===== config.mk =====
export PLATFORM = sky130hd
export DESIGN_NAME = hpdcache_victim_ctrl
export DESIGN_NICKNAME = d
export VERILOG_FILES = /design/src/rtl/hpdcache_pkg.sv /design/src/rtl/hpdcache_victim_ctrl_rrarb.sv /design/src/rtl/hpdcache_victim_ctrl.sv
export SDC_FILE = /design/constraint.sdc
export NUM_CORES = 1
export LEC_CHECK = 0
export ABC_AREA = 1
export BUFFER_PORTS_ARGS = -buffer_cell sky130_fd_sc_hd__buf_2
export CAP_MARGIN = 20
export CORE_UTILIZATION = 57
export DETAILED_ROUTE_END_ITERATION = 10
export PLACE_DENSITY_LB_ADDON = 0.1
export SETUP_SLACK_MARGIN = 0.15
export SLEW_MARGIN = 15
export SYNTH_ARGS = -nofsm -noshare
export SYNTH_HDL_FRONTEND = slang
export SYNTH_SLANG_ARGS = --single-unit

===== constraint.sdc =====
create_clock -name clk_i -period 6.94 [get_ports clk_i]
set_clock_uncertainty 0.15 [all_clocks]
set_input_delay 1.388 -clock clk_i [delete_from_list [all_inputs] [get_ports clk_i]]
set_output_delay 1.388 -clock clk_i [all_outputs]
set_load 0.005 [all_outputs]

===== src/rtl/hpdcache_pkg.sv =====
// Shared types for the HPDcache replacement-policy front end: cache
// configuration, victim-selection FSM states and geometry helpers.
package hpdcache_pkg;

  typedef struct packed {
    int unsigned sets;
    int unsigned ways;
  } hpdcache_user_cfg_t;

  typedef struct packed {
    hpdcache_user_cfg_t u;
  } hpdcache_cfg_t;

  typedef enum logic [2:0] {
    VC_IDLE,
    VC_DRD,
    VC_DLAT,
    VC_SEL,
    VC_TOUCH,
    VC_RSP
  } victim_state_e;

  // A zeroed configuration still elaborates as a minimal 2-set, 1-way cache.
  function automatic int hpdcache_set_width(hpdcache_cfg_t cfg);
    return (cfg.u.sets > 2) ? $clog2(cfg.u.sets) : 1;
  endfunction

  function automatic int hpdcache_way_count(hpdcache_cfg_t cfg);
    return (cfg.u.ways > 1) ? int'(cfg.u.ways) : 1;
  endfunction

endpackage


===== src/rtl/hpdcache_victim_ctrl_rrarb.sv =====
// Round-robin arbiter: grants the first requester at or after the pointer and
// moves the pointer past the winner only when the grant is consumed.
module hpdcache_rrarb #(
  parameter  int unsigned N     = 2,
  localparam int unsigned IDX_W = (N > 1) ? $clog2(N) : 1
) (
  input  logic         clk,
  input  logic         rst_n,
  input  logic [N-1:0] req,
  input  logic         ack,
  output logic [N-1:0] gnt
);

  logic [IDX_W-1:0] ptr_q;
  logic [IDX_W-1:0] hi_idx;
  logic [IDX_W-1:0] lo_idx;
  logic [IDX_W-1:0] win_idx;
  logic             hi_found;
  logic             lo_found;

  always_comb begin
    hi_idx   = '0;
    lo_idx   = '0;
    hi_found = 1'b0;
    lo_found = 1'b0;
    for (int i = N - 1; i >= 0; i--) begin
      if (req[i]) begin
        lo_idx   = IDX_W'(i);
        lo_found = 1'b1;
        if (IDX_W'(i) >= ptr_q) begin
          hi_idx   = IDX_W'(i);
          hi_found = 1'b1;
        end
      end
    end
    win_idx = hi_found ? hi_idx : lo_idx;
    gnt     = '0;
    for (int i = 0; i < N; i++) begin
      gnt[i] = lo_found && (win_idx == IDX_W'(i));
    end
  end

  always_ff @(posedge clk or negedge rst_n) begin
    if (!rst_n) begin
      ptr_q <= '0;
    end else if (ack && lo_found) begin
      ptr_q <= (win_idx == IDX_W'(N - 1)) ? '0 : win_idx + 1'b1;
    end
  end

endmodule


===== src/rtl/hpdcache_victim_ctrl.sv =====
// Sequencer in front of the replacement engine: queues hit-path updates and
// runs victim selections that never observe a pending update to their set.
module hpdcache_victim_ctrl
  import hpdcache_pkg::*;
#(
  parameter  hpdcache_cfg_t HPDcacheCfg = '0,
  parameter  int unsigned   NREQ        = 2,
  parameter  int unsigned   FIFO_DEPTH  = 4,
  localparam int unsigned   SET_W       = hpdcache_set_width(HPDcacheCfg),
  localparam int unsigned   WAYS        = hpdcache_way_count(HPDcacheCfg)
) (
  input  logic                        clk_i,
  input  logic                        rst_ni,
  input  logic [NREQ-1:0]             updt_req_valid_i,
  output logic [NREQ-1:0]             updt_req_ready_o,
  input  logic [NREQ-1:0][SET_W-1:0]  updt_req_set_i,
  input  logic [NREQ-1:0][WAYS-1:0]   updt_req_way_i,
  input  logic                        sel_req_valid_i,
  output logic                        sel_req_ready_o,
  input  logic [SET_W-1:0]            sel_req_set_i,
  output logic                        sel_rsp_valid_o,
  input  logic                        sel_rsp_ready_i,
  output logic [WAYS-1:0]             sel_rsp_way_o,
  output logic                        dir_rd_o,
  output logic [SET_W-1:0]            dir_rd_set_o,
  input  logic [WAYS-1:0]             dir_valid_i,
  input  logic [WAYS-1:0]             dir_wback_i,
  input  logic [WAYS-1:0]             dir_dirty_i,
  input  logic [WAYS-1:0]             dir_shared_i,
  input  logic [WAYS-1:0]             dir_fetch_i,
  output logic                        eng_updt_o,
  output logic [SET_W-1:0]            eng_updt_set_o,
  output logic [WAYS-1:0]             eng_updt_way_o,
  output logic                        eng_sel_o,
  output logic [SET_W-1:0]            eng_sel_set_o,
  output logic [WAYS-1:0]             eng_dir_valid_o,
  output logic [WAYS-1:0]             eng_dir_wback_o,
  output logic [WAYS-1:0]             eng_dir_dirty_o,
  output logic [WAYS-1:0]             eng_dir_shared_o,
  output logic [WAYS-1:0]             eng_dir_fetch_o,
  input  logic [WAYS-1:0]             eng_victim_way_i
);

  localparam int unsigned PTR_W = $clog2(FIFO_DEPTH);

  typedef struct packed {
    logic [SET_W-1:0] set;
    logic [WAYS-1:0]  way;
  } updt_entry_t;

  victim_state_e    state_q, state_d;
  logic [NREQ-1:0]  gnt;
  logic             push, pop, full, empty, touch, set_hit;
  logic [PTR_W:0]   wptr_q, rptr_q, fifo_cnt;
  logic [PTR_W-1:0] slot_off;
  updt_entry_t      fifo_mem [FIFO_DEPTH];
  updt_entry_t      push_entry, head;
  logic [SET_W-1:0] sel_set_p0;
  logic             vld_p1;
  logic [WAYS-1:0]  dir_valid_p1, dir_wback_p1, dir_dirty_p1, dir_shared_p1, dir_fetch_p1;
  logic [WAYS-1:0]  rsp_way_p2;

  hpdcache_rrarb #(.N(NREQ)) i_rrarb (
    .clk   (clk_i),
    .rst_n (rst_ni),
    .req   (updt_req_valid_i),
    .ack   (~full),
    .gnt   (gnt)
  );

  // ---- update FIFO with set-match lookup ----
  assign full             = (wptr_q[PTR_W] != rptr_q[PTR_W]) &&
                            (wptr_q[PTR_W-1:0] == rptr_q[PTR_W-1:0]);
  assign empty            = (wptr_q == rptr_q);
  assign fifo_cnt         = wptr_q - rptr_q;
  assign updt_req_ready_o = gnt & {NREQ{~full}};
  assign push             = |updt_req_ready_o;
  assign pop              = ~empty & ~touch;
  assign head             = fifo_mem[rptr_q[PTR_W-1:0]];

  always_comb begin
    push_entry = '0;
    for (int i = 0; i < NREQ; i++) begin
      if (gnt[i]) push_entry = '{set: updt_req_set_i[i], way: updt_req_way_i[i]};
    end
  end

  // An entry is live when its distance from the read pointer is below the occupancy.
  always_comb begin
    set_hit  = 1'b0;
    slot_off = '0;
    for (int i = 0; i < FIFO_DEPTH; i++) begin
      slot_off = PTR_W'(i) - rptr_q[PTR_W-1:0];
      if (({1'b0, slot_off} < fifo_cnt) && (fifo_mem[i].set == sel_set_p0)) set_hit = 1'b1;
    end
  end

  always_ff @(posedge clk_i) begin
    if (push) fifo_mem[wptr_q[PTR_W-1:0]] <= push_entry;
  end

  always_ff @(posedge clk_i or negedge rst_ni) begin
    if (!rst_ni) begin
      wptr_q <= '0;
      rptr_q <= '0;
    end else begin
      if (push) wptr_q <= wptr_q + 1'b1;
      if (pop)  rptr_q <= rptr_q + 1'b1;
    end
  end

  // ---- selection FSM ----
  always_comb begin
    state_d         = state_q;
    sel_req_ready_o = 1'b0;
    dir_rd_o        = 1'b0;
    eng_sel_o       = 1'b0;
    touch           = 1'b0;
    sel_rsp_valid_o = 1'b0;
    case (state_q)
      VC_IDLE: begin
        sel_req_ready_o = 1'b1;
        if (sel_req_valid_i) state_d = VC_DRD;
      end
      VC_DRD: begin
        dir_rd_o = 1'b1;
        state_d  = VC_DLAT;
      end
      VC_DLAT: begin
        if (!set_hit) state_d = VC_SEL;
      end
      VC_SEL: begin
        eng_sel_o = 1'b1;
        state_d   = (|eng_victim_way_i) ? VC_TOUCH : VC_RSP;
      end
      VC_TOUCH: begin
        touch   = 1'b1;
        state_d = VC_RSP;
      end
      VC_RSP: begin
        sel_rsp_valid_o = 1'b1;
        if (sel_rsp_ready_i) state_d = VC_IDLE;
      end
      default: state_d = VC_IDLE;
    endcase
  end

  always_ff @(posedge clk_i or negedge rst_ni) begin
    if (!rst_ni) begin
      state_q <= VC_IDLE;
      vld_p1  <= 1'b0;
    end else begin
      state_q <= state_d;
      vld_p1  <= dir_rd_o;
    end
  end

  always_ff @(posedge clk_i) begin
    if (sel_req_valid_i && sel_req_ready_o) sel_set_p0 <= sel_req_set_i;
  end

  // ---- p1: directory state, one cycle after the read strobe ----
  always_ff @(posedge clk_i or negedge rst_ni) begin
    if (!rst_ni) begin
      dir_valid_p1  <= '0;
      dir_wback_p1  <= '0;
      dir_dirty_p1  <= '0;
      dir_shared_p1 <= '0;
      dir_fetch_p1  <= '0;
    end else if (vld_p1) begin
      dir_valid_p1  <= dir_valid_i;
      dir_wback_p1  <= dir_wback_i;
      dir_dirty_p1  <= dir_dirty_i;
      dir_shared_p1 <= dir_shared_i;
      dir_fetch_p1  <= dir_fetch_i;
    end
  end

  // ---- p2: engine result held as the response ----
  always_ff @(posedge clk_i or negedge rst_ni) begin
    if (!rst_ni) begin
      rsp_way_p2 <= '0;
    end else if (eng_sel_o) begin
      rsp_way_p2 <= eng_victim_way_i;
    end
  end

  assign dir_rd_set_o     = dir_rd_o ? sel_set_p0 : '0;
  assign eng_sel_set_o    = eng_sel_o ? sel_set_p0 : '0;
  assign eng_updt_o       = touch | pop;
  assign eng_updt_set_o   = touch ? sel_set_p0 : (pop ? head.set : '0);
  assign eng_updt_way_o   = touch ? rsp_way_p2 : (pop ? head.way : '0);
  assign eng_dir_valid_o  = dir_valid_p1;
  assign eng_dir_wback_o  = dir_wback_p1;
  assign eng_dir_dirty_o  = dir_dirty_p1;
  assign eng_dir_shared_o = dir_shared_p1;
  assign eng_dir_fetch_o  = dir_fetch_p1;
  assign sel_rsp_way_o    = rsp_way_p2;

endmodule

==> results.ini <==
[sta]
fin_crit_sh_pct = 53.5
hold_violations = 0
finalSetupViolCount = 0
rsz0062_at_grt = no
relSlewSlack_pct = 65.9
max_freq_mhz = 269
slew_violations = 0
period_needed_ns = 3.71
setup_tns_ns = 0
max_slew.worst_pin.slew_ns = 0.506

[routing]
wirelength_um = 3130
antenna_left = 0
routed_via_density = 5.27
dr.pass1.iters = 4
wl_per_cell_um = 13.6
drc = 0
drtIter0Drc = 34
vias = 1212

[synthesis]
synth_seq_cells = 26
ys_top_cells_by_area = dfrtp_1 (28%), edfxtp_1 (18%), ha_1 (11%)
synthFlopType = dfrtp_1
synth-seq-area-share_pct = 45.2
synth_edf_count = 9
async_flop_share_pct = 65.4
synth_cell_type_count = 26
yosysTopAreaCell = dfrtp_1
synthesis.area_um2 = 1540
ys_warn_count = 0
synth.net_count = 195
syn_inst = 164
yosys.area.top_type_share_pct = 27.7
syn_avg_cell_area_um2 = 9.38

[setup_path]
worst_setup_path_start_kind = input pin
critPathKind = in -> out
r2r_cells = 14
crit-reg2reg-launch = wptr_q[0]
rr_endpoint = state_q[0]
arrival_ns = 2.18
endpoint = updt_req_ready_o[1]
required_ns = 5.40
r2r_slack_ns = 4.26
crit_path_end_kind = output pin
startpoint = updt_req_valid_i[0]
cp_max_fo = 3

[placement]
dp_hpwl_um = 2470
gp_congestion = 0.904
place_area_um2 = 1740
port_buffers = 33

[floorplanning]
die_h_um = 53.9
core_um2 = 2520
fp-row-count = 18
ios = 34
start_util_pct = 61.0
fp.dieW_um = 53.9
die_area_um2 = 2910

[cts]
cts_max_level = 1
clockRootBuffer = clkbuf_4
clkLatencyLatePin_ns = 0.33
cts_tree = yes
cts_sinks = 26
clkSlewWorstSetupHoldPaths_ns = 0.14
ctsResizeCount = 0
clockBufferDepth = 2
cts_hold_buf = 0
cts_buffers = 3
cts_setup_buffers = 0

[finish]
mostFrequentLayoutCells = buf_2 (33), inv_1 (30), nand2_1 (28), dfrtp_1 (17), ha_1 (13)
drive_gt1_share_pct = 24.5
fin_nets = 232
final_util_pct = 69.8
final_common_cell = buf_2
multi_input_area_um2 = 717
seqCellArea_um2 = 696
num_antenna_cells = 0
fillCellCount = 199
final_cell_area_um2 = 1760
area_growth_pct = 14.6

[pwr]
ir_worst_vdd_v = 0.000382
leakagePower_uw = 0.000932
p_per_area_nw_per_um2 = 530
power_uw = 934

[global_route]
grtUsageTotal_pct = 24.3
grt_max_degree = 18
grt.overflow.total = 0
antenna_found_initial = 0
grt_pass1_wl_um = 4870
grt_pass1_vias = 1096

[status]
status = finished clean

[hold_path]
whs_path_depth = 1
hold_path_class = reg -> reg

[run]
drv_cap = 0

[cell type report]
cell class | count | area share (%)
Inverter | 32 | 6.82
Multi-Input combinational cell | 105 | 40.7
Sequential cell | 26 | 39.5
Tap cell | 30 | 2.13
Timing Repair Buffer | 33 | 9.37
Clock buffer | 4 | 1.49
[metrics by stage]
| stage | setup slack (ns) | hold slack [ns] | instances |
|---|---|---|---|
| finish | 3.23 | 0.366 | 230 |
| global route | 3.19 | 0.397 | 230 |
| CTS | 3.23 | 0.371 | 230 |
| detailed placement | 3.23 | 0.340 | 226 |
| global placement | 3.31 | 0.333 | 226 |
| floorplan | 3.55 | 0.309 | 164 |
[how the worst min path moves through the flow]
| stage | start | end | slack (ns) |
|---|---|---|---|
| after detailed placement | eng_dir_shared_o | eng_dir_shared_o | 0.34 |
| after floorplan | i_rrarb.ptr_q | i_rrarb.ptr_q | 0.31 |
| after CTS | eng_dir_shared_o | eng_dir_shared_o | 0.37 |
| after global routing | state_q[2] | vld_p1 | 0.40 |
| final | eng_dir_shared_o | eng_dir_shared_o | 0.37 |
| after global placement | eng_dir_fetch_o | eng_dir_fetch_o | 0.33 |
[cells by family after synthesis]
group	after synthesis	share of synthesized area, %
AOI/OAI and AO/OA	19	7.57
adders and majority gates	14	11.9
buffers and inverters	33	8.14
DFF	26	45.2
muxes	5	3.66
and+or+nand+nor	59	19.0
xor gates and xnor gates	8	4.56
[synthesized netlist by cell type, types with 2 or more instances]
cell type   n
a21oi_1     6
a32o_1      2
dfrtp_1    17
edfxtp_1    9
ha_1       13
inv_1      30
inv_2       2
mux2_2      5
nand2_1    28
nand2_2     2
nand3_1    11
nor2_1      9
nor2_4      2
nor3_1      2
o21ai_0     5
o21bai_1    3
o22ai_1     3
xnor2_1     4
xor2_1      4
[sequential cells by signal (all words and copies together) (netlist names)]
| name | cells |
|---|---|
| i_rrarb.ptr_q | 1 |
| eng_dir_fetch_o | 1 |
| sel_rsp_way_o | 1 |
| eng_dir_shared_o | 1 |
| state_q | 3 |
| rptr_q | 3 |
| eng_dir_valid_o | 1 |
| fifo_mem | 8 |
| eng_dir_wback_o | 1 |
| eng_dir_dirty_o | 1 |
| sel_set_p0 | 1 |
| vld_p1 | 1 |
| wptr_q | 3 |
[critical path, stage by stage]
cell and delay (ns):
buf_2 0.07, inv_1 0.04, o21ai_0 0.41, nor2_4 0.11
buf_2 0.15
[where the power goes]
part | total (uW) | switching (uW) | leakage (uW) | internal (uW)
Combinational | 576 | 336 | 0.000631 | 240
Sequential | 288 | 57.2 | 0.000286 | 231
Clock | 68.9 | 46.4 | 0.0000150 | 22.6
Total | 934 | 439 | 0.000932 | 494
[metal layers]
metal	track usage [%]	wire length (um)	vias up
met4	7.89	37	0
li1	-	-	605
met2	43.4	1590	42
met5	0	0	-
met1	30.1	1370	561
met3	2.54	125	4
Note: power is estimated with default switching activity, not from simulation.
